===== src/rtl/ps2_pkg.sv =====
// rtl/ps2_pkg.sv - shared constants, FSM state type and frame helper for the PS/2 transmit path
//
// Contents:
//   BREAK_PREFIX  break (key release) prefix byte
//   LSHIFT        left-shift make code used to wrap uppercase letters
//   FRAME_BITS    bits per device-to-host frame (start, 8 data, parity, stop)
//   tx_state_t    transmit FSM states
//   ps2_frame()   builds an 11-bit frame, bit 0 first on the wire
package ps2_pkg;

  localparam logic [7:0] BREAK_PREFIX  = 8'hF0;
  localparam logic [7:0] LSHIFT        = 8'h12;
  localparam int         FRAME_BITS    = 11;
  localparam int         MAX_SEQ_BYTES = 6;

  typedef enum logic [1:0] {
    ST_IDLE,
    ST_LOAD,
    ST_BIT,
    ST_GAP
  } tx_state_t;

  // Frame layout LSB-first: start(0), data[0..7], odd parity, stop(1).
  function automatic logic [FRAME_BITS-1:0] ps2_frame(input logic [7:0] b);
    return {1'b1, ~^b, b, 1'b0};
  endfunction

endpackage


===== src/rtl/ascii2key.sv =====
// rtl/ascii2key.sv - combinational ASCII to PS/2 Set-2 make code lookup
//
// Ports:
//   ascii_in   character to translate
//   supported  1 when the character has a mapping
//   shifted    1 when the character is an uppercase letter (needs left shift)
//   scan_code  Set-2 make code (0 when unsupported)
module ascii2key
  import ps2_pkg::*;
(
  input  logic [7:0] ascii_in,
  output logic       supported,
  output logic       shifted,
  output logic [7:0] scan_code
);

  logic       is_upper;
  logic [7:0] lower;

  // Uppercase letters fold onto the lowercase entry; the shift wrap is
  // added by the sequencer.
  assign is_upper = (ascii_in >= 8'h41) && (ascii_in <= 8'h5A);
  assign lower    = is_upper ? (ascii_in | 8'h20) : ascii_in;

  always_comb begin
    supported = 1'b1;
    scan_code = 8'h00;
    case (lower)
      8'h30: scan_code = 8'h45;  // 0
      8'h31: scan_code = 8'h16;
      8'h32: scan_code = 8'h1E;
      8'h33: scan_code = 8'h26;
      8'h34: scan_code = 8'h25;
      8'h35: scan_code = 8'h2E;
      8'h36: scan_code = 8'h36;
      8'h37: scan_code = 8'h3D;
      8'h38: scan_code = 8'h3E;
      8'h39: scan_code = 8'h46;  // 9
      8'h61: scan_code = 8'h1C;  // a
      8'h62: scan_code = 8'h32;
      8'h63: scan_code = 8'h21;
      8'h64: scan_code = 8'h23;
      8'h65: scan_code = 8'h24;
      8'h66: scan_code = 8'h2B;
      8'h67: scan_code = 8'h34;
      8'h68: scan_code = 8'h33;
      8'h69: scan_code = 8'h43;
      8'h6A: scan_code = 8'h3B;
      8'h6B: scan_code = 8'h42;
      8'h6C: scan_code = 8'h4B;
      8'h6D: scan_code = 8'h3A;
      8'h6E: scan_code = 8'h31;
      8'h6F: scan_code = 8'h44;
      8'h70: scan_code = 8'h4D;
      8'h71: scan_code = 8'h15;
      8'h72: scan_code = 8'h2D;
      8'h73: scan_code = 8'h1B;
      8'h74: scan_code = 8'h2C;
      8'h75: scan_code = 8'h3C;
      8'h76: scan_code = 8'h2A;
      8'h77: scan_code = 8'h1D;
      8'h78: scan_code = 8'h22;
      8'h79: scan_code = 8'h35;
      8'h7A: scan_code = 8'h1A;  // z
      8'h60: scan_code = 8'h0E;  // `
      8'h2D: scan_code = 8'h4E;  // -
      8'h3D: scan_code = 8'h55;  // =
      8'h5B: scan_code = 8'h54;  // [
      8'h5D: scan_code = 8'h5B;  // ]
      8'h5C: scan_code = 8'h5D;  // backslash
      8'h3B: scan_code = 8'h4C;  // ;
      8'h27: scan_code = 8'h52;  // '
      8'h2C: scan_code = 8'h41;  // ,
      8'h2E: scan_code = 8'h49;  // .
      8'h2F: scan_code = 8'h4A;  // /
      8'h20: scan_code = 8'h29;  // space
      8'h0A: scan_code = 8'h5A;  // line feed -> enter
      8'h08: scan_code = 8'h66;  // backspace
      8'h09: scan_code = 8'h0D;  // tab
      default: supported = 1'b0;
    endcase
  end

  assign shifted = is_upper && supported;

endmodule


===== src/rtl/ascii2key_ps2_tx.sv =====
// rtl/ascii2key_ps2_tx.sv - ASCII character to PS/2 device-side make/break transmitter
//
// Ports:
//   clk, resetn    system clock, asynchronous active-low reset
//   ascii_in       character, captured when ascii_valid && ascii_ready
//   ascii_valid    character available
//   ascii_ready    accepting a character (IDLE with output drained)
//   ps2_clk_out    PS/2 clock, 1 = released
//   ps2_data_out   PS/2 data, 1 = released
//   busy           transmission in progress, from accept to end of last gap
//   unsupported    one-cycle pulse for an accepted character with no mapping
module ascii2key_ps2_tx
  import ps2_pkg::*;
#(
  parameter int CLK_DIV  = 2500,
  parameter int GAP_BITS = 2
) (
  input  logic       clk,
  input  logic       resetn,
  input  logic [7:0] ascii_in,
  input  logic       ascii_valid,
  output logic       ascii_ready,
  output logic       ps2_clk_out,
  output logic       ps2_data_out,
  output logic       busy,
  output logic       unsupported
);

  localparam int DIV_W = $clog2(CLK_DIV);
  localparam int GAP_W = (GAP_BITS > 1) ? $clog2(GAP_BITS) : 1;

  tx_state_t             state, state_nxt;
  logic [7:0]            char_q;
  logic [7:0]            lookup_char;
  logic                  map_supported, map_shifted;
  logic [7:0]            map_code;
  logic [47:0]           seq_load;
  logic [47:0]           seq_sr;
  logic [FRAME_BITS-1:0] frame_sr;
  logic [DIV_W-1:0]      div_cnt;
  logic                  phase;        // 0 = clock-high half, 1 = clock-low half
  logic [3:0]            bit_idx;
  logic [GAP_W-1:0]      gap_idx;
  logic [2:0]            byte_idx;
  logic [2:0]            byte_last;
  logic                  busy_q, unsup_q, clk_q, data_q;
  logic                  clk_d, data_d, unsup_d;
  logic                  accept, half_end, bit_end, last_bit, last_gap, last_byte;

  // While idle the lookup looks at the live input so busy can be decided on
  // the accepting edge; afterwards it looks at the captured character.
  assign lookup_char = (state == ST_IDLE) ? ascii_in : char_q;

  ascii2key u_map (
    .ascii_in  (lookup_char),
    .supported (map_supported),
    .shifted   (map_shifted),
    .scan_code (map_code)
  );

  // Byte 0 sits in the low octet; the sequencer shifts right one byte per frame.
  assign seq_load = map_shifted
                  ? {LSHIFT, BREAK_PREFIX, map_code, BREAK_PREFIX, map_code, LSHIFT}
                  : {24'h000000, map_code, BREAK_PREFIX, map_code};

  // The line registers lag the FSM by one cycle, so ready is held off for one
  // extra IDLE cycle (busy_q still set) until the last gap has left the pins.
  assign ascii_ready = (state == ST_IDLE) && !busy_q;
  assign accept      = ascii_valid && ascii_ready;

  assign half_end  = (div_cnt == DIV_W'(CLK_DIV - 1));
  assign bit_end   = half_end && phase;
  assign last_bit  = (bit_idx == 4'(FRAME_BITS - 1));
  assign last_gap  = (gap_idx == GAP_W'(GAP_BITS - 1));
  assign last_byte = (byte_idx == byte_last);

  // State register
  always_ff @(posedge clk or negedge resetn) begin
    if (!resetn) begin
      state <= ST_IDLE;
    end else begin
      state <= state_nxt;
    end
  end

  // Next-state logic
  always_comb begin
    state_nxt = state;
    case (state)
      ST_IDLE: if (accept) state_nxt = ST_LOAD;
      ST_LOAD: state_nxt = map_supported ? ST_BIT : ST_IDLE;
      ST_BIT:  if (bit_end && last_bit) state_nxt = ST_GAP;
      ST_GAP:  if (bit_end && last_gap) state_nxt = last_byte ? ST_IDLE : ST_BIT;
      default: state_nxt = ST_IDLE;
    endcase
  end

  // Output logic (registered below so the pins never glitch)
  always_comb begin
    clk_d   = 1'b1;
    data_d  = 1'b1;
    unsup_d = 1'b0;
    case (state)
      ST_LOAD: unsup_d = !map_supported;
      ST_BIT: begin
        clk_d  = !phase;
        data_d = frame_sr[0];
      end
      default: ;
    endcase
  end

  always_ff @(posedge clk or negedge resetn) begin
    if (!resetn) begin
      clk_q   <= 1'b1;
      data_q  <= 1'b1;
      unsup_q <= 1'b0;
    end else begin
      clk_q   <= clk_d;
      data_q  <= data_d;
      unsup_q <= unsup_d;
    end
  end

  // Handshake capture and busy flag
  always_ff @(posedge clk or negedge resetn) begin
    if (!resetn) begin
      char_q <= 8'h00;
      busy_q <= 1'b0;
    end else begin
      if (accept) begin
        char_q <= ascii_in;
        busy_q <= map_supported;
      end else if (state == ST_IDLE) begin
        busy_q <= 1'b0;
      end
    end
  end

  // Timing counters, byte sequence and frame shift register
  always_ff @(posedge clk or negedge resetn) begin
    if (!resetn) begin
      div_cnt   <= '0;
      phase     <= 1'b0;
      bit_idx   <= 4'd0;
      gap_idx   <= '0;
      byte_idx  <= 3'd0;
      byte_last <= 3'd0;
      seq_sr    <= '0;
      frame_sr  <= '1;
    end else begin
      case (state)
        ST_LOAD: begin
          div_cnt   <= '0;
          phase     <= 1'b0;
          bit_idx   <= 4'd0;
          gap_idx   <= '0;
          byte_idx  <= 3'd0;
          byte_last <= map_shifted ? 3'd5 : 3'd2;
          seq_sr    <= seq_load;
          frame_sr  <= ps2_frame(seq_load[7:0]);
        end
        ST_BIT, ST_GAP: begin
          if (half_end) begin
            div_cnt <= '0;
            phase   <= !phase;
          end else begin
            div_cnt <= div_cnt + DIV_W'(1);
          end
          if (state == ST_BIT && bit_end) begin
            bit_idx  <= last_bit ? 4'd0 : bit_idx + 4'd1;
            frame_sr <= {1'b1, frame_sr[FRAME_BITS-1:1]};
          end
          if (state == ST_GAP && bit_end) begin
            gap_idx <= last_gap ? '0 : gap_idx + GAP_W'(1);
            if (last_gap) begin
              // Preload the next frame so its start bit appears on the first
              // cycle of the following BIT state.
              byte_idx <= byte_idx + 3'd1;
              seq_sr   <= {8'h00, seq_sr[47:8]};
              frame_sr <= ps2_frame(seq_sr[15:8]);
            end
          end
        end
        default: ;
      endcase
    end
  end

  assign ps2_clk_out  = clk_q;
  assign ps2_data_out = data_q;
  assign busy         = busy_q;
  assign unsupported  = unsup_q;

endmodule

===== config.mk =====
export PLATFORM = sky130hd
export DESIGN_NAME = ascii2key_ps2_tx
export DESIGN_NICKNAME = d
export VERILOG_FILES = /design/src/rtl/ps2_pkg.sv /design/src/rtl/ascii2key.sv /design/src/rtl/ascii2key_ps2_tx.sv
export SDC_FILE = /design/constraint.sdc
export NUM_CORES = 1
export LEC_CHECK = 0
export CAP_MARGIN = 25
export CORE_MARGIN = 10
export CORE_UTILIZATION = 69
export DETAILED_ROUTE_END_ITERATION = 6
export DONT_BUFFER_PORTS = 1
export GPL_TIMING_DRIVEN = 1
export PLACE_DENSITY = 0.85
export SYNTH_ARGS = -nofsm -noshare
export SYNTH_HDL_FRONTEND = slang
export SYNTH_SLANG_ARGS = --single-unit

===== constraint.sdc =====
create_clock -name clk -period 5.3 [get_ports clk]
set_input_delay 0.795 -clock clk [delete_from_list [all_inputs] [get_ports clk]]
set_output_delay 0.795 -clock clk [all_outputs]
set_load 0.02 [all_outputs]

==> metrics, run 1 <==
cell area after placement=0.00489 mm^2; clock root buffer=sky130_fd_sc_hd__clkbuf_8; Reg2Reg Depth=13; power density normalized to cell area=209 mW/mm^2; layout cells sized above 1=0.110; endpoint of the most critical register-to-register path=frame_sr[9]; most common cell after layout, fill and taps aside=sky130_fd_sc_hd__o21ai_0; TritonCTS clock tree=done; worst reg-to-reg setup slack=1.01 ns; CP peak stage delay=0.66 ns; synthesis-to-layout area growth=4.86%; static leakage power=2.09 nW; clock net sink count=74; via-per-instance ratio=7.09; worst hold slack=0.127 ns; average size of a mapped cell=8.28 um^2; list of cells traversed by the critical path=buf_4 -> or2_1 -> buf_4 -> mux2i_2 -> nor3_1 -> buf_4 -> nand3_1 -> a21oi_1 -> a221o_1 -> nor3_1 -> xnor2_1 -> xnor3_1 -> a221oi_2; die outline area=0.0108 mm^2; antenna diode instance count=0; IO buf count=0; Vert. Die Dim=104 um; count of synthesis-stage warnings from yosys=0; top cell type by total area after synthesis=sky130_fd_sc_hd__dfrtp_1; gate count after technology mapping=588; fin. max-slew vios=0; Final period util=0.809; data arrival time of the critical path=4.57 ns; dominant cell type by count on the critical path=sky130_fd_sc_hd__buf_4; routed vias=4790; sum of internal, switching and leakage power=1.07 mW; CORE AREA=0.00683 mm^2; launching element type of the critical path=flop; Post-CTS Resized=0; sequential area share after synthesis=0.384; Final Net Count=590; highest-count cells in the layout ignoring fill and taps=sky130_fd_sc_hd__o21ai_0 (80), sky130_fd_sc_hd__nand2_1 (71), sky130_fd_sc_hd__dfrtp_1 (61); DRT Wirelength=14.0 mm; Period minus WS final=4.29 ns; io pins=16; number of levels the H-tree was split into=3; iteration count of the initial detailed-routing pass=6; Total Negative Setup Slacks=0 ns; wire length of the first global-routing pass=23.1 mm; crit path setup slack, layout=1.01 ns; GR Overflow Total=0; Crit. End Element=flop; post-CTS clock slew at the launch and capture registers of the worst setup and hold paths=0.09 ns; Cell variety after synth=67; Top FF cell, synth=sky130_fd_sc_hd__dfrtp_1; outcome=finished, final reports clean; total non-filler cell area in the finished layout=0.00511 mm^2; ranking of synthesized cells by area=sky130_fd_sc_hd__dfrtp_1 (31%), sky130_fd_sc_hd__o21ai_0 (8.2%), sky130_fd_sc_hd__dfstp_2 (7.0%); hold buffers post-CTS=0; number of remaining DRC errors=0; proportion of register bits with asynchronous set or reset after synthesis=1.00; count of routing violations after the opening detailed-route iteration=725; Clock Tree Buf Depth=2; total count of hold-check failures in the final report=0; total clock buffers created by CTS=9; total setup violations reported at the end of the flow=0; pin count of the biggest net entering global routing=75; max-capacitance violation count=0; WP data required=5.58 ns; worst supply voltage drop on vdd=0.000134 V; Setup Slack @ Placement=1.20 ns; portion of synthesized cell area occupied by the leading cell type=0.313; Horiz. Die Dim=104 um; number of nets still failing antenna checks after routing=0; Worst Max-Slew Pin Slew=0.783 ns; RSZ-0062 raised after global routing=no; effective utilization at floorplan=0.713; flops & latches, synth=74; number of synthesized flops with an enable pin=0; number of placement rows=30; max-slew headroom at the worst pin=0.476; type of the worst setup path=reg -> reg; latest clock arrival within the worst-skew pair=0.36 ns; combined global-route utilization of all metal layers=0.257; area of the mapped netlist=0.00487 mm^2; cell at the slowest stage of the critical path=sky130_fd_sc_hd__nor3_1; WL per Instance=20.8 um; final estimated routing congestion in global placement=1.09; class of the worst hold path=in -> async; initial antenna violation count=0; number of nets produced by synthesis=603; Final HPWL DP=9.71 mm; number of global-route vias before repair=4376; number of filler cells placed in the layout=461; Setup Fix Bufs, Post-CTS=0; Worst Path Max Fanout=30; peak clock frequency supported by timing=233 MHz; setup skew after layout=0.0140 ns; startpoint of the worst register-to-register path=state[0]
==> kinds of logic after synthesis <==
group | after synthesis | synth area share
flip-flops | 74 | 0.384
adder cells (fa/ha/maj) | 4 | 0.0103
buffers and inverters | 45 | 0.0421
AO/OA/AOI/OAI | 203 | 0.262
XOR/XNOR | 21 | 0.0406
AND/OR/NAND/NOR | 226 | 0.228
multiplexers | 15 | 0.0337
==> state kept, by name (all words and copies together), names as in the netlist <==
name / cells
phase: 1
state: 2
gap_idx: 1
unsupported: 1
busy: 1
bit_idx: 4
ps2_clk_out: 1
frame_sr: 11
char_q: 8
ps2_data_out: 1
div_cnt: 12
byte_last: 2
byte_idx: 3
seq_sr: 26
==> where the power goes <==
group / switching [mW] / internal (mW) / total [mW]
Clock: 0.230 / 0.234 / 0.464
Sequential: 0.00774 / 0.577 / 0.585
Combinational: 0.00881 / 0.0109 / 0.0197
==> metrics by stage <==
step                       util  instances
after global placement    0.716        659
after detailed placement  0.716        659
after global routing      0.747        676
final                     0.747        676
after floorplan               -        588
after CTS                 0.746        675
==> worst max-delay path, delay by kind of cell (launching register included) <==
family | cells | cell delay [ns]
buffers and inverters | 3 | 0.88
XOR/XNOR | 2 | 0.63
flip-flops | 1 | 0.33
AO/OA/AOI/OAI | 3 | 0.63
AND/OR/NAND/NOR | 4 | 1.27
multiplexers | 1 | 0.45
==> Yosys cell counts, drive strengths merged, types with 4 or more instances <==
cell and instances:
nor2 62, o211ai 7, o31ai 4, nand2b 10
nand3b 5, a31oi 12, and3 8, o22ai 4
xor2 7, o21ai 85, a21oi 51, dfrtp 61
and2 5, inv 11, o21a 4, nand3 18
nor3 12, ha 4, mux2i 7, a21o 7
nand2 72, xnor2 13, nor4 10, buf 9
nor4b 5, mux2 8, clkbuf 24, dfstp 13
a22oi 6, a22o 4, nand4 4
==> layer usage <==
metal | wire (um) | GRT usage | vias up | share of wire
met5 | 0 | 0 | - | 0
met4 | 628 | 0.113 | 0 | 0.045
met3 | 1440 | 0.0564 | 71 | 0.10
met2 | 6430 | 0.400 | 368 | 0.46
met1 | 5540 | 0.335 | 2241 | 0.39
li1 | - | - | 2110 | -
==> worst max-delay path by stage <==
stage | startpoint | end | cells past startpoint
after floorplan | ascii_in[2] | frame_sr[9] | 12
after global placement | state[0] | frame_sr[9] | 12
after detailed placement | state[0] | frame_sr[9] | 13
after CTS | state[0] | frame_sr[9] | 13
after global routing | state[0] | frame_sr[9] | 12
final | state[0] | frame_sr[9] | 13
==> area by class of cell <==
cell class,instances,area [um^2],area share
Tap cell,96,120,0.0235
Timing Repair Buffer,9,67.6,0.0132
Sequential cell,74,1870,0.366
Inverter,12,45.0,0.00882
Multi-Input combinational cell,469,2800,0.548
Clock inverter,6,71.3,0.0140
Clock buffer,10,138,0.0270
Note: power is estimated with default switching activity, not from simulation.
==> run 2: changes to the inputs <==
--- a/config.mk
+++ b/config.mk
@@ -7,11 +7,11 @@
 export LEC_CHECK = 0
 export CAP_MARGIN = 25
 export CORE_MARGIN = 10
-export CORE_UTILIZATION = 69
+export CORE_UTILIZATION = 58
 export DETAILED_ROUTE_END_ITERATION = 6
 export DONT_BUFFER_PORTS = 1
 export GPL_TIMING_DRIVEN = 1
-export PLACE_DENSITY = 0.85
+export PLACE_DENSITY = 0.76
 export SYNTH_ARGS = -nofsm -noshare
 export SYNTH_HDL_FRONTEND = slang
 export SYNTH_SLANG_ARGS = --single-unit
==> constraint.sdc (replaced) <==
create_clock -name clk -period 3.7 [get_ports clk]
set_input_delay 0.555 -clock clk [delete_from_list [all_inputs] [get_ports clk]]
set_output_delay 0.555 -clock clk [all_outputs]
set_load 0.02 [all_outputs]
==> run 2 against run 1 <==
Combinational power rose by 120%; total power rose by 42%; critical endpoint unchanged; sequential power is 43% higher; sequential share of layout area decreased by 1.6 points; first-iteration DRC count fell by 34%; critical path depth fell by 3; largest cell class unchanged; routed wire length down 0.53%; fmax is 21% higher; final area up 4.6%.
==> metrics, run 2 (synthesis results as in run 1) <==
outcome=finished, final reports clean; type of the worst setup path=reg -> reg; Worst Max-Slew Pin Slew=1.11 ns (+0.330 ns); pin count of the biggest net entering global routing=62 (-17%); CORE AREA=0.00818 mm^2 (+20%); Worst Path Max Fanout=13 (-57%); most common cell after layout, fill and taps aside=sky130_fd_sc_hd__o21ai_0; Final Net Count=615 (+4.2%); cell area after placement=0.00510 mm^2 (+4.3%); WL per Instance=19.7 um (-5.3%); number of levels the H-tree was split into=3 (unchanged); flip-flop count of the largest register after layout=26 (unchanged); startpoint of the worst register-to-register path=state[0]; Clock Tree Buf Depth=2 (unchanged); effective utilization at floorplan=0.596 (-0.117); Most flops, register=seq_sr; iteration count of the initial detailed-routing pass=5 (-1); combined global-route utilization of all metal layers=0.222 (-0.0357); Final period util=0.961 (+0.152); number of placement rows=33 (+10%); via-per-instance ratio=6.55 (-7.6%); worst reg-to-reg setup slack=0.15 ns (-0.87 ns); largest registers in the final layout=seq_sr: 26 flops, div_cnt: 12 flops, frame_sr: 11 flops; TritonCTS clock tree=done; layout cells sized above 1=0.149 (+0.0384); count of routing violations after the opening detailed-route iteration=479 (-34%); fin. max-slew vios=0 (unchanged); peak clock frequency supported by timing=281 MHz (+21%); Crit. End Element=flop; Reg2Reg Depth=10 (-3); routed vias=4651 (-2.9%); post-CTS clock slew at the launch and capture registers of the worst setup and hold paths=0.09 ns (about the same); class of the worst hold path=in -> async; power density normalized to cell area=284 mW/mm^2 (+36%); WP data required=3.96 ns (-1.62 ns); wire length of the first global-routing pass=23.3 mm (+0.99%); io pins=16 (unchanged); initial antenna violation count=0 (unchanged); Critical Path Sink=frame_sr[9]; setup skew after layout=0.0133 ns (-0.000718 ns); number of filler cells placed in the layout=683 (+48%); max-capacitance violation count=0 (unchanged); total count of hold-check failures in the final report=0 (unchanged); clock net sink count=74 (unchanged); Period minus WS final=3.55 ns (-0.731 ns); die outline area=0.0125 mm^2 (+15%); worst supply voltage drop on vdd=0.000223 V (+66%); data arrival time of the critical path=3.81 ns (-0.76 ns); static leakage power=2.23 nW (+6.6%); max-slew headroom at the worst pin=0.255 (-0.221); endpoint of the most critical register-to-register path=frame_sr[9]; total non-filler cell area in the finished layout=0.00534 mm^2 (+4.6%); DRT Wirelength=14.0 mm (-0.53%); beginning of the critical path=state[0]; clock root buffer=sky130_fd_sc_hd__clkbuf_8; total setup violations reported at the end of the flow=0 (unchanged); total clock buffers created by CTS=9 (unchanged); latest clock arrival within the worst-skew pair=0.35 ns (about the same); Final HPWL DP=9.88 mm (+1.8%); GR Overflow Total=0 (unchanged); highest-count cells in the layout ignoring fill and taps=sky130_fd_sc_hd__o21ai_0 (80), sky130_fd_sc_hd__nand2_1 (71), sky130_fd_sc_hd__dfrtp_1 (61); Setup Fix Bufs, Post-CTS=0 (unchanged); launching element type of the critical path=flop; antenna diode instance count=0 (unchanged); sum of internal, switching and leakage power=1.52 mW (+42%); number of remaining DRC errors=0 (unchanged); worst hold slack=0.0396 ns (-0.0870 ns); Horiz. Die Dim=112 um (+7.3%); IO buf count=0 (unchanged); final estimated routing congestion in global placement=1.02 (-6.4%); synthesis-to-layout area growth=9.64%; Vert. Die Dim=112 um (+7.3%); number of nets still failing antenna checks after routing=0 (unchanged); number of global-route vias before repair=4581 (+4.7%)
[run 2: changes by cell type in the layout (fill, tap and decap cells not counted), sizes merged]
cell	previous run	this run
clkinvlp	2	0
clkbuf	10	11
clkinv	2	5
inv	13	11
buf	9	34
[run 2: area by class of cell]
type                       instances  area, um^2  share of cell area
inverter                          12        45.0             0.00844
tap                              105         131              0.0246
clock buffer                      11         141              0.0265
clock inverter                     5        53.8              0.0101
timing repair buffer              34         288              0.0539
sequential                        74        1870               0.350
multi-input combinational        469        2810               0.527
[run 2: where the power goes]
| group | switching [mW] | internal (mW) | leakage [nW] |
|---|---|---|---|
| sequential | 0.0104 | 0.827 | 0.847 |
| clock | 0.307 | 0.328 | 0.103 |
| combinational | 0.0243 | 0.0188 | 1.28 |
[run 2: metal layers]
metal / track usage / up-vias / wire, um
li1: - / 2152 / -
met5: 0 / - / 0
met4: 0.113 / 0 / 602
met2: 0.371 / 219 / 6870
met1: 0.267 / 2221 / 5700
met3: 0.0376 / 59 / 795
[run 2: how the worst min path moves through the flow]
stage / start / endpoint / slack (ns)
after CTS: resetn / ps2_clk_out / 0.02
final: resetn / ps2_clk_out / 0.04
after detailed placement: resetn / div_cnt[0] / 0.26
after global routing: resetn / ps2_clk_out / 0.02
after floorplan: resetn / bit_idx[0] / 0.26
after global placement: resetn / div_cnt[0] / 0.26
[run 2: repair_timing]
| action | in CTS | in global routing |
|---|---|---|
| resized for setup | 0 | 3 |
| endpoints found under the hold margin | 61 | 0 |
| endpoints found under the setup margin | 0 | 1 |
| hold buffers | 1 | 0 |
[run 2: worst max-delay path, cell delays in order (launching register included)]
cell and delay [ns]:
sky130_fd_sc_hd__dfrtp_1 0.39, sky130_fd_sc_hd__buf_4 0.19, sky130_fd_sc_hd__or4b_1 0.55, sky130_fd_sc_hd__o21a_1 0.22
sky130_fd_sc_hd__o41a_1 0.47, sky130_fd_sc_hd__a31oi_1 0.19, sky130_fd_sc_hd__o21ai_1 0.12, sky130_fd_sc_hd__or4_1 0.59
sky130_fd_sc_hd__xnor2_1 0.20, sky130_fd_sc_hd__xnor3_1 0.25, sky130_fd_sc_hd__a221oi_2 0.29
[run 2: metrics by stage]
| stage | setup WS, ns | utilization | setup TNS, ns | cells |
|---|---|---|---|---|
| 2_1_floorplan | 0.418 | - | 0 | 588 |
| 3_5_place_dp | 0.0510 | 0.624 | 0 | 693 |
| 6_report | 0.146 | 0.653 | 0 | 710 |
| 3_3_place_gp | 0.00774 | 0.624 | 0 | 693 |
| 4_1_cts | 0.0603 | 0.651 | 0 | 710 |
| 5_1_grt | -0.00915 | 0.653 | -0.00915 | 710 |
==> run 3: changes to the inputs <==
--- a/config.mk
+++ b/config.mk
@@ -7,11 +7,12 @@
 export LEC_CHECK = 0
 export CAP_MARGIN = 25
 export CORE_MARGIN = 10
-export CORE_UTILIZATION = 58
+export CORE_UTILIZATION = 40
 export DETAILED_ROUTE_END_ITERATION = 6
 export DONT_BUFFER_PORTS = 1
 export GPL_TIMING_DRIVEN = 1
-export PLACE_DENSITY = 0.76
+export HOLD_SLACK_MARGIN = 0.02
+export PLACE_DENSITY = 0.56
 export SYNTH_ARGS = -nofsm -noshare
 export SYNTH_HDL_FRONTEND = slang
 export SYNTH_SLANG_ARGS = --single-unit
==> run 3 against run 2 <==
Register-to-register slack lost 0.02 ns; setup slack lost 0.022 ns; fmax shrank 0.63%; sequential power is essentially flat; critical endpoint unchanged; cell count up 6.1%; core utilization decreased by 19 points; combinational power about the same.
==> metrics, run 3 (synthesis results as in run 1) <==
data arrival time of the critical path=3.84 ns (+0.03 ns); power density normalized to cell area=335 mW/mm^2 (+18%); synthesis-to-layout area growth=14.2%; number of remaining DRC errors=0 (unchanged); max-capacitance violation count=0 (unchanged); Clock Tree Buf Depth=2 (unchanged); number of levels the H-tree was split into=3 (unchanged); class of the worst hold path=in -> async; Vert. Die Dim=130 um (+17%); latest clock arrival within the worst-skew pair=0.35 ns (about the same); number of global-route vias before repair=4452 (-2.8%); IO buf count=0 (unchanged); Final HPWL DP=11.1 mm (+12%); WL per Instance=20.6 um (+4.7%); final estimated routing congestion in global placement=1.03 (+1.1%); Horiz. Die Dim=130 um (+17%); routed vias=4654 (+0.065%); die outline area=0.0170 mm^2 (+36%); count of routing violations after the opening detailed-route iteration=476 (-0.63%); clock root buffer=sky130_fd_sc_hd__clkbuf_16; pin count of the biggest net entering global routing=62 (unchanged); Worst Path Max Fanout=21 (+8); WP data required=3.96 ns (about the same); launching element type of the critical path=flop; layout cells sized above 1=0.152 (+0.00305); sum of internal, switching and leakage power=1.86 mW (+23%); fin. max-slew vios=0 (unchanged); total clock buffers created by CTS=9 (unchanged); iteration count of the initial detailed-routing pass=7 (+2); Setup Fix Bufs, Post-CTS=0 (unchanged); most common cell after layout, fill and taps aside=sky130_fd_sc_hd__o21ai_0; number of placement rows=40 (+21%); type of the worst setup path=reg -> reg; clock net sink count=74 (unchanged); max-slew headroom at the worst pin=0.536 (+0.281); peak clock frequency supported by timing=280 MHz (-0.63%); io pins=16 (unchanged); antenna diode instance count=0 (unchanged); crit path setup slack, layout=0.124 ns (-0.0224 ns); static leakage power=2.30 nW (+3.5%); via-per-instance ratio=6.18 (-5.6%); CORE AREA=0.0120 mm^2 (+46%); initial antenna violation count=0 (unchanged); setup skew after layout=0.00868 ns (-0.00465 ns); outcome=finished, final reports clean; combined global-route utilization of all metal layers=0.190 (-0.0312); Period minus WS final=3.58 ns (+0.0224 ns); flip-flop count of the largest register after layout=26 (unchanged); Final period util=0.967 (+0.00605); number of filler cells placed in the layout=1150 (+68%); largest registers in the final layout=seq_sr: 26 flops, div_cnt: 12 flops, frame_sr: 11 flops; Crit. End Element=flop; highest-count cells in the layout ignoring fill and taps=sky130_fd_sc_hd__o21ai_0 (80), sky130_fd_sc_hd__nand2_1 (71), sky130_fd_sc_hd__dfrtp_1 (61); Worst Max-Slew Pin Slew=0.694 ns (-0.419 ns); TritonCTS clock tree=done; Setup Slack @ Placement=0.133 ns (+0.0821 ns); total count of hold-check failures in the final report=0 (unchanged); Most flops, register=seq_sr; GR Overflow Total=0 (unchanged); Final Net Count=616 (+0.16%); effective utilization at floorplan=0.407 (-0.189); post-CTS clock slew at the launch and capture registers of the worst setup and hold paths=0.06 ns (-0.03 ns); Total Negative Setup Slacks=0 ns (unchanged); total setup violations reported at the end of the flow=0 (unchanged); number of nets still failing antenna checks after routing=0 (unchanged); wire length of the first global-routing pass=25.0 mm (+7.0%); worst supply voltage drop on vdd=0.000138 V (-38%); DRT Wirelength=15.5 mm (+11%)
[run 3: cell type report]
class	count	area (um^2)	area share
timing repair buffer	35	299	0.0538
sequential	74	1870	0.336
multi-input combinational	469	2840	0.510
inverter	12	45.0	0.00810
tap	147	184	0.0331
clock buffer	12	256	0.0461
clock inverter	4	73.8	0.0133
[run 3: path summary, 6_finish.rpt]
kind / cells after the start / endpoint / slack [ns] / from
hold reg to reg: 2 / frame_sr[0] / 0.45 / frame_sr[1]
setup reg to reg: 11 / frame_sr[9] / 0.12 / state[0]
max in group asynchronous: 1 / seq_sr[16] / 3.33 / resetn
min in group clk: 2 / char_q[2] / 0.33 / ascii_in[2]
hold / removal: 0 / frame_sr[8] / 0.05 / resetn
setup / recovery: 11 / frame_sr[9] / 0.12 / state[0]
[run 3: what timing repair did]
item                                    in CTS  in global routing
endpoints found under the setup margin       0                  1
endpoints found under the hold margin       61                  0
resized for setup                            0                  7
hold buffers                                 1                  0
[run 3: layer usage]
metal  wire length (um)  share of wire  vias up  track usage
met5                  0              0        -            0
met4                652          0.042        0       0.0883
met3                878          0.057       59       0.0422
li1                   -              -     2157            -
met1               6820           0.44     2249        0.244
met2               7160           0.46      189        0.299
[run 3: worst max-delay path, cell delays in order (launching register included)]
cell and delay (ns):
sky130_fd_sc_hd__dfrtp_1 0.39, sky130_fd_sc_hd__or2_1 0.30, sky130_fd_sc_hd__buf_12 0.19, sky130_fd_sc_hd__a31oi_4 0.35, sky130_fd_sc_hd__buf_4 0.18, sky130_fd_sc_hd__o22ai_1 0.12
sky130_fd_sc_hd__o21ai_1 0.26, sky130_fd_sc_hd__o211ai_1 0.19, sky130_fd_sc_hd__or4_1 0.58, sky130_fd_sc_hd__xnor2_1 0.20, sky130_fd_sc_hd__xnor3_1 0.45, sky130_fd_sc_hd__a221oi_2 0.28
[run 3: power breakdown]
| part | leakage (nW) | total, mW | switching (mW) | internal [mW] |
|---|---|---|---|---|
| Combinational | 1.29 | 0.0433 | 0.0246 | 0.0187 |
| Clock | 0.163 | 0.978 | 0.350 | 0.629 |
| Sequential | 0.847 | 0.839 | 0.0110 | 0.828 |
[run 3: metrics by stage]
step | hold WS (ns) | cell area, um^2 | std cells | util
after floorplan | 0.259 | 4870 | 588 | -
after global placement | 0.262 | 5150 | 735 | 0.431
after detailed placement | 0.262 | 5160 | 736 | 0.432
after CTS | 0.0412 | 5520 | 753 | 0.462
after global routing | 0.0288 | 5560 | 753 | 0.465
final | 0.0493 | 5560 | 753 | 0.465
